### config.mk
export PLATFORM = sky130hd
export DESIGN_NAME = mem_store_buffer_flat
export DESIGN_NICKNAME = d
export VERILOG_FILES = /design/src/rtl/mips_pkg.sv /design/src/rtl/mem_store_buffer_if.sv /design/src/rtl/sb_fwd_match.sv /design/src/rtl/mem_store_buffer.sv /design/src/flat_wrapper.sv
export SDC_FILE = /design/constraint.sdc
export NUM_CORES = 1
export LEC_CHECK = 0
export CORE_MARGIN = 5
export CORE_UTILIZATION = 40
export CTS_BUF_LIST = sky130_fd_sc_hd__clkbuf_16
export DETAILED_ROUTE_END_ITERATION = 16
export GPL_TIMING_DRIVEN = 0
export PLACE_DENSITY = 0.57
export SYNTH_ARGS = -nofsm -noshare
export SYNTH_HDL_FRONTEND = slang
export SYNTH_HIERARCHICAL = 1
export SYNTH_SLANG_ARGS = --single-unit
### constraint.sdc
create_clock -name CLK -period 9.4 [get_ports CLK]
set_clock_uncertainty 0.15 [all_clocks]
set_input_delay 0.94 -clock CLK [delete_from_list [all_inputs] [get_ports CLK]]
set_output_delay 0.94 -clock CLK [all_outputs]
set_load 0.03 [all_outputs]
### src/rtl/mips_pkg.sv
`default_nettype none
// ============================================================
// mips_pkg : shared widths, store-buffer entry type, helpers
// Rev 1.0
// ============================================================
package mips_pkg;

  localparam int DATA_W = 32;
  localparam int ADDR_W = 32;

  typedef struct packed {
    logic              valid;
    logic [ADDR_W-1:0] addr;
    logic [DATA_W-1:0] data;
  } sb_entry_t;

  function automatic int ptr_width(input int depth);
    return (depth > 1) ? $clog2(depth) : 1;
  endfunction

endpackage
`default_nettype wire

### src/rtl/mem_store_buffer_if.sv
`default_nettype none
// ============================================================
// mem_store_buffer_if : MEM-stage and data-memory signal bundle
// Rev 1.0
// ============================================================
interface mem_store_buffer_if #(
  parameter int DATA_W = 32,
  parameter int ADDR_W = 32
);

  logic              MemWriteM;
  logic              MemReadM;
  logic [ADDR_W-1:0] AddrM;
  logic [DATA_W-1:0] WriteDataM;
  logic [DATA_W-1:0] ReadDataM;
  logic              StallM;
  logic              fence_req;
  logic              fence_ack;
  logic              mem_we;
  logic [ADDR_W-1:0] mem_addr;
  logic [DATA_W-1:0] mem_wdata;
  logic [DATA_W-1:0] mem_rdata;

  modport slave (
    input  MemWriteM, MemReadM, AddrM, WriteDataM, fence_req, mem_rdata,
    output ReadDataM, StallM, fence_ack, mem_we, mem_addr, mem_wdata
  );

  modport master (
    output MemWriteM, MemReadM, AddrM, WriteDataM, fence_req, mem_rdata,
    input  ReadDataM, StallM, fence_ack, mem_we, mem_addr, mem_wdata
  );

endinterface
`default_nettype wire

### src/rtl/sb_fwd_match.sv
`default_nettype none
// ============================================================
// sb_fwd_match : youngest-matching store selector for forwarding
// Rev 1.0
// ============================================================
module sb_fwd_match
  import mips_pkg::*;
#(
  parameter int DEPTH = 4,
  parameter int PTR_W = ptr_width(DEPTH)
) (
  input  sb_entry_t         entries_i [DEPTH],
  input  logic [PTR_W-1:0]  tail_i,
  input  logic [ADDR_W-1:0] addr_i,
  output logic              hit_o,
  output logic [DATA_W-1:0] data_o
);

  logic [PTR_W-1:0] idx;

  // Walk oldest to youngest so the youngest match overwrites earlier ones.
  always_comb begin
    hit_o  = 1'b0;
    data_o = '0;
    idx    = '0;
    for (int k = DEPTH - 1; k >= 0; k--) begin
      idx = tail_i - PTR_W'(k + 1);
      if (entries_i[idx].valid && (entries_i[idx].addr == addr_i)) begin
        hit_o  = 1'b1;
        data_o = entries_i[idx].data;
      end
    end
  end

endmodule
`default_nettype wire

### src/rtl/mem_store_buffer.sv
`default_nettype none
// ============================================================
// mem_store_buffer : store FIFO that retires on free port cycles
// Rev 1.0
// ============================================================
module mem_store_buffer #(
  parameter int DEPTH  = 4,
  parameter int DATA_W = mips_pkg::DATA_W,
  parameter int ADDR_W = mips_pkg::ADDR_W
) (
  input  logic               CLK,
  input  logic               rst,
  mem_store_buffer_if.slave  bus
);

  import mips_pkg::*;

  localparam int               PTR_W  = ptr_width(DEPTH);
  localparam int               CNT_W  = PTR_W + 1;
  localparam logic [CNT_W-1:0] C_FULL = CNT_W'(DEPTH);

  sb_entry_t         entries_q [DEPTH];
  sb_entry_t         entries_d [DEPTH];
  logic [PTR_W-1:0]  head_q, head_d;
  logic [PTR_W-1:0]  tail_q, tail_d;
  logic [CNT_W-1:0]  count_q, count_d;

  logic              full;
  logic              empty;
  logic              fence_hold;
  logic              wr_eff;
  logic              rd_eff;
  logic              port_busy;
  logic              drain;
  logic              enq;
  logic              fwd_hit;
  logic [DATA_W-1:0] fwd_data;

  assign full       = (count_q == C_FULL);
  assign empty      = (count_q == '0);
  // An outstanding fence masks the pipeline so the port is free every cycle.
  assign fence_hold = bus.fence_req & ~empty;
  assign wr_eff     = bus.MemWriteM & ~fence_hold;
  assign rd_eff     = bus.MemReadM & ~fence_hold;
  assign port_busy  = rd_eff | (wr_eff & ~full);
  assign drain      = ~empty & ~port_busy;
  assign enq        = wr_eff & ~full;

  assign bus.StallM    = fence_hold | (wr_eff & full);
  assign bus.fence_ack = empty;
  assign bus.mem_we    = drain;
  assign bus.mem_addr  = drain ? entries_q[head_q].addr : bus.AddrM;
  assign bus.mem_wdata = entries_q[head_q].data;
  assign bus.ReadDataM = fwd_hit ? fwd_data : bus.mem_rdata;

  sb_fwd_match #(
    .DEPTH (DEPTH),
    .PTR_W (PTR_W)
  ) u_fwd (
    .entries_i (entries_q),
    .tail_i    (tail_q),
    .addr_i    (bus.AddrM),
    .hit_o     (fwd_hit),
    .data_o    (fwd_data)
  );

  always_comb begin
    entries_d = entries_q;
    head_d    = head_q;
    tail_d    = tail_q;
    count_d   = count_q;
    if (drain) begin
      entries_d[head_q].valid = 1'b0;
      head_d                  = head_q + PTR_W'(1);
      count_d                 = count_q - CNT_W'(1);
    end else if (enq) begin
      entries_d[tail_q] = '{valid: 1'b1, addr: bus.AddrM, data: bus.WriteDataM};
      tail_d            = tail_q + PTR_W'(1);
      count_d           = count_q + CNT_W'(1);
    end
  end

  always_ff @(posedge CLK or negedge rst) begin
    if (!rst) begin
      for (int i = 0; i < DEPTH; i++) begin
        entries_q[i] <= '0;
      end
      head_q  <= '0;
      tail_q  <= '0;
      count_q <= '0;
    end else begin
      entries_q <= entries_d;
      head_q    <= head_d;
      tail_q    <= tail_d;
      count_q   <= count_d;
    end
  end

endmodule
`default_nettype wire

### src/flat_wrapper.sv
// flat-port wrapper written by rule: the top's interface ports become plain ports
module mem_store_buffer_flat import mips_pkg::*;
#(
  parameter int DEPTH  = 4,
  parameter int DATA_W = mips_pkg::DATA_W,
  parameter int ADDR_W = mips_pkg::ADDR_W
)
  (CLK, rst, bus_MemWriteM, bus_MemReadM, bus_AddrM, bus_WriteDataM, bus_fence_req, bus_mem_rdata, bus_ReadDataM, bus_StallM, bus_fence_ack, bus_mem_we, bus_mem_addr, bus_mem_wdata);
  mem_store_buffer_if #(.DATA_W(DATA_W), .ADDR_W(ADDR_W)) bus_i ();
  input  logic CLK;
  input  logic rst;
  input wire logic [$bits(bus_i.MemWriteM)-1:0] bus_MemWriteM;
  input wire logic [$bits(bus_i.MemReadM)-1:0] bus_MemReadM;
  input wire logic [$bits(bus_i.AddrM)-1:0] bus_AddrM;
  input wire logic [$bits(bus_i.WriteDataM)-1:0] bus_WriteDataM;
  input wire logic [$bits(bus_i.fence_req)-1:0] bus_fence_req;
  input wire logic [$bits(bus_i.mem_rdata)-1:0] bus_mem_rdata;
  output wire logic [$bits(bus_i.ReadDataM)-1:0] bus_ReadDataM;
  output wire logic [$bits(bus_i.StallM)-1:0] bus_StallM;
  output wire logic [$bits(bus_i.fence_ack)-1:0] bus_fence_ack;
  output wire logic [$bits(bus_i.mem_we)-1:0] bus_mem_we;
  output wire logic [$bits(bus_i.mem_addr)-1:0] bus_mem_addr;
  output wire logic [$bits(bus_i.mem_wdata)-1:0] bus_mem_wdata;
  assign bus_i.MemWriteM = bus_MemWriteM;
  assign bus_i.MemReadM = bus_MemReadM;
  assign bus_i.AddrM = bus_AddrM;
  assign bus_i.WriteDataM = bus_WriteDataM;
  assign bus_i.fence_req = bus_fence_req;
  assign bus_i.mem_rdata = bus_mem_rdata;
  assign bus_ReadDataM = bus_i.ReadDataM;
  assign bus_StallM = bus_i.StallM;
  assign bus_fence_ack = bus_i.fence_ack;
  assign bus_mem_we = bus_i.mem_we;
  assign bus_mem_addr = bus_i.mem_addr;
  assign bus_mem_wdata = bus_i.mem_wdata;
  mem_store_buffer #(.DEPTH(DEPTH), .DATA_W(DATA_W), .ADDR_W(ADDR_W)) u_core (.CLK(CLK), .rst(rst), .bus(bus_i));
endmodule
==> summary.md <==
| Metric | Value |
|---|---|
| P&R area growth vs syn | 18.91% |
| Netlist cell types | 69 |
| Crit. End Element | primary output |
| ANT nets after route | 0 |
| Total Power | 10930 uW |
| Clk_lat worst skew | 0.55 ns |
| CTS Buffer Depth | 3 |
| Register area share after synthesis | 30.80% |
| H-tree Lvls | 2 |
| Multi-input logic area | 13890 um^2 |
| Top cell type's share of synthesized area | 30.80% |
| Post-CTS setup buffers | 0 |
| WL/cell | 31.58 um |
| Commonest non-fill, non-tap cell in the layout | mux2_2 |
| Worst-Margin Slew | 1.045 ns |
| Hold Slack | 0.1862 ns |
| Largest net degree at the start of global routing | 116 |
| RSZ-0062 raised after global routing | no |
| Slew margin rel. | 30.32% |
| Core Rows | 85 |
| Fmax | 112.6 MHz |
| P_leak | 0.01098 uW |
| DRC violations left | 0 |
| Clock-pin slew on the worst setup and hold paths | 0.06 ns |
| Ys Warns | 6 |
| #FFs+latches synth | 267 |
| Layout cells sized above 1 | 29.17% |
| Crit share post-route | 94.50% |
| Initial Util | 40.31% |
| Final min period | 8.883 ns |
| Io pins | 200 |
| Setup ws final | 0.5173 ns |
| R2r setup slk | 6.48 ns |
| Mean area per synthesized cell | 11.48 um^2 |
| Max Slew Vio Count | 0 |
| Placed insts | 2787 |
| Vias per inst | 6.260 |
| Critical Path RT | 8.31 ns |
| Final WL | 89.98 mm |
| CTS Buf Count | 35 |
| Synthesized Nets | 2000 |
| Worst Path Max Fanout | 10 |
| All-Layer GR Usage | 29.75% |
| Crit path DAT | 7.79 ns |
| Initial antenna violation count | 1 |
| CTS tree | built |
| Root Driver | clkbuf_16 |
| Power Dens Cells | 423.7 nW/um^2 |
| Peak supply drop | 189.3 uV |
| Syn Inst Count | 1890 |
| Nets | 2238 |
| Vias in the first global route | 18140 |
| Max Cap Viol | 0 |
| Most frequent cells in the layout | mux2_2, dfrtp_1, mux2i_1, clkdlybuf4s50_1, mux4_2 |
| Asr flop ratio synth | 100.0% |
| Placed wire-length estimate | 67.21 mm |
| First-pass GRT wire length | 131.3 mm |
| Pre-CTS setup slack | 1.158 ns |
| # setup viols final | 0 |
| Filler instances | 5011 |
| # clock sinks | 267 |
| Post-cts sizing count | 0 |
| Total iterations of the first detailed-routing run | 5 |
| Top_reg_cell synth | dfrtp_1 |
| Post-CTS Hold Buffers | 0 |
| Worst setup path category | reg -> out |
| Buffers on Ports | 199 |
| Iteration-0 DRC Markers | 1508 |
| Final hold violation count | 0 |
| Synth area leader | dfrtp_1 |
| Status | complete, no violations |
| Core area | 53810 um^2 |
| Post-Syn Area | 21690 um^2 |
| Worst hold path type | in -> async |
| Die width | 242.9 um |
| Largest cells by area after synthesis | dfrtp_1, mux2_2, mux2i_1 |
| Overall die area | 58990 um^2 |
| Worst setup SP type | flip-flop |
| Vias | 17840 |
| GRT overflow | 0 |
| Layout Cells excl Fill | 2849 |
| Register area | 6681 um^2 |
| Final setup TNS | 0 ns |
| Post-synth EDFFs | 0 |
| GP Congestion | 0.9893 |
| ANT cells | 0 |
| Die height | 242.9 um |
==> layer usage <==
layer | global-route usage [%] | vias up | share of wire, %
li1 | - | 7640 | -
met3 | 5.072 | 124 | 6.4
met4 | 7.860 | 0 | 2.8
met2 | 48.43 | 741 | 47
met5 | 0 | - | 0
met1 | 41.41 | 9331 | 44
==> cell usage after synthesis (9+ instances only) <==
master	instances
xor2_1	36
a211oi_1	10
buf_1	10
clkbuf_1	68
buf_6	31
mux2_1	17
mux2_2	344
buf_2	45
inv_1	16
dfrtp_1	267
nand2_1	94
nor4_1	16
or4b_1	31
o211a_1	31
or3_1	34
a211o_1	31
and2_1	34
xnor2_1	84
nand3_1	41
buf_4	23
nor2_1	56
ha_1	9
mux4_2	111
o31ai_1	33
a21oi_1	25
nor3_1	12
o21ai_0	29
nand4_1	11
mux2i_1	250
==> cell type report <==
cell class                 count  area share (%)
sequential                   267           25.90
multi-input combinational   1428           53.84
clock inverter                25          0.9749
timing repair buffer         201           7.955
tap                          696           3.376
inverter                      17          0.2474
clock buffer                  37           3.589
buffer                       178           4.113
==> sequential cells by signal, summed over array words and instances (netlist names) <==
| signal | cells |
|---|---|
| u_core/head_q | 2 |
| u_core/entries_q | 260 |
| u_core/tail_q | 2 |
| u_core/count_q | 3 |
==> power breakdown <==
part | total (uW) | leakage (uW) | internal [uW] | switching (uW)
sequential | 2450 | 0.00322 | 1730 | 716
combinational | 7070 | 0.00719 | 3130 | 3940
clock | 1410 | 0.000572 | 848 | 557
total | 10900 | 0.0110 | 5720 | 5210
==> cell families (layout without fill, tap and decap cells) <==
group           count (synthesis)  in the layout  share of synthesized area, %
mux                           728            728                         42.22
simple gates                  358            358                         8.997
flops                         267            267                         30.80
compound gates                213            213                         7.446
buf+inv                       195            458                         5.179
xor+xnor                      120            120                         4.845
fa+ha+maj                       9              9                        0.5191
==> final timing paths <==
path,from,endpoint,cells after the start
worst max register to register,u_core/count_q[1]$_DFFE_PN0P_,u_core/count_q[2]$_DFFE_PN0P_,9
max in group asynchronous,rst,u_core/entries_q[157]$_DFFE_PN0P_,3
min in group CLK,u_core/count_q[2]$_DFFE_PN0P_,u_core/count_q[2]$_DFFE_PN0P_,1
worst min register to register,u_core/count_q[2]$_DFFE_PN0P_,u_core/count_q[2]$_DFFE_PN0P_,1
worst max-delay path,u_core/tail_q[0]$_DFFE_PN0P_,bus_ReadDataM[5],18
worst min-delay path,rst,u_core/entries_q[9]$_DFFE_PN0P_,1
==> worst max-delay path, stage by stage (launching register included) <==
cell and delay (ns):
dfrtp_1 0.59, buf_6 0.30, inv_2 0.26, buf_2 0.46, buf_2 0.48, buf_2 0.45
mux2i_1 0.16, xnor2_1 0.45, nand4_1 0.32, nor4_1 0.41, nand4_2 0.56, buf_2 0.41
buf_6 0.19, buf_4 0.19, nand4_1 0.11, clkbuf_1 0.23, buf_1 0.61, mux2_2 0.41
clkdlybuf4s50_1 0.60
==> through the flow <==
stage / util, % / instance area, um^2
floorplan: - / 21690
global route: 47.94 / 25800
detailed placement: 45.75 / 24620
CTS: 47.93 / 25790
global placement: 45.63 / 24560
finish: 47.94 / 25800
No activity file was read; power rests on OpenSTA's default activity.
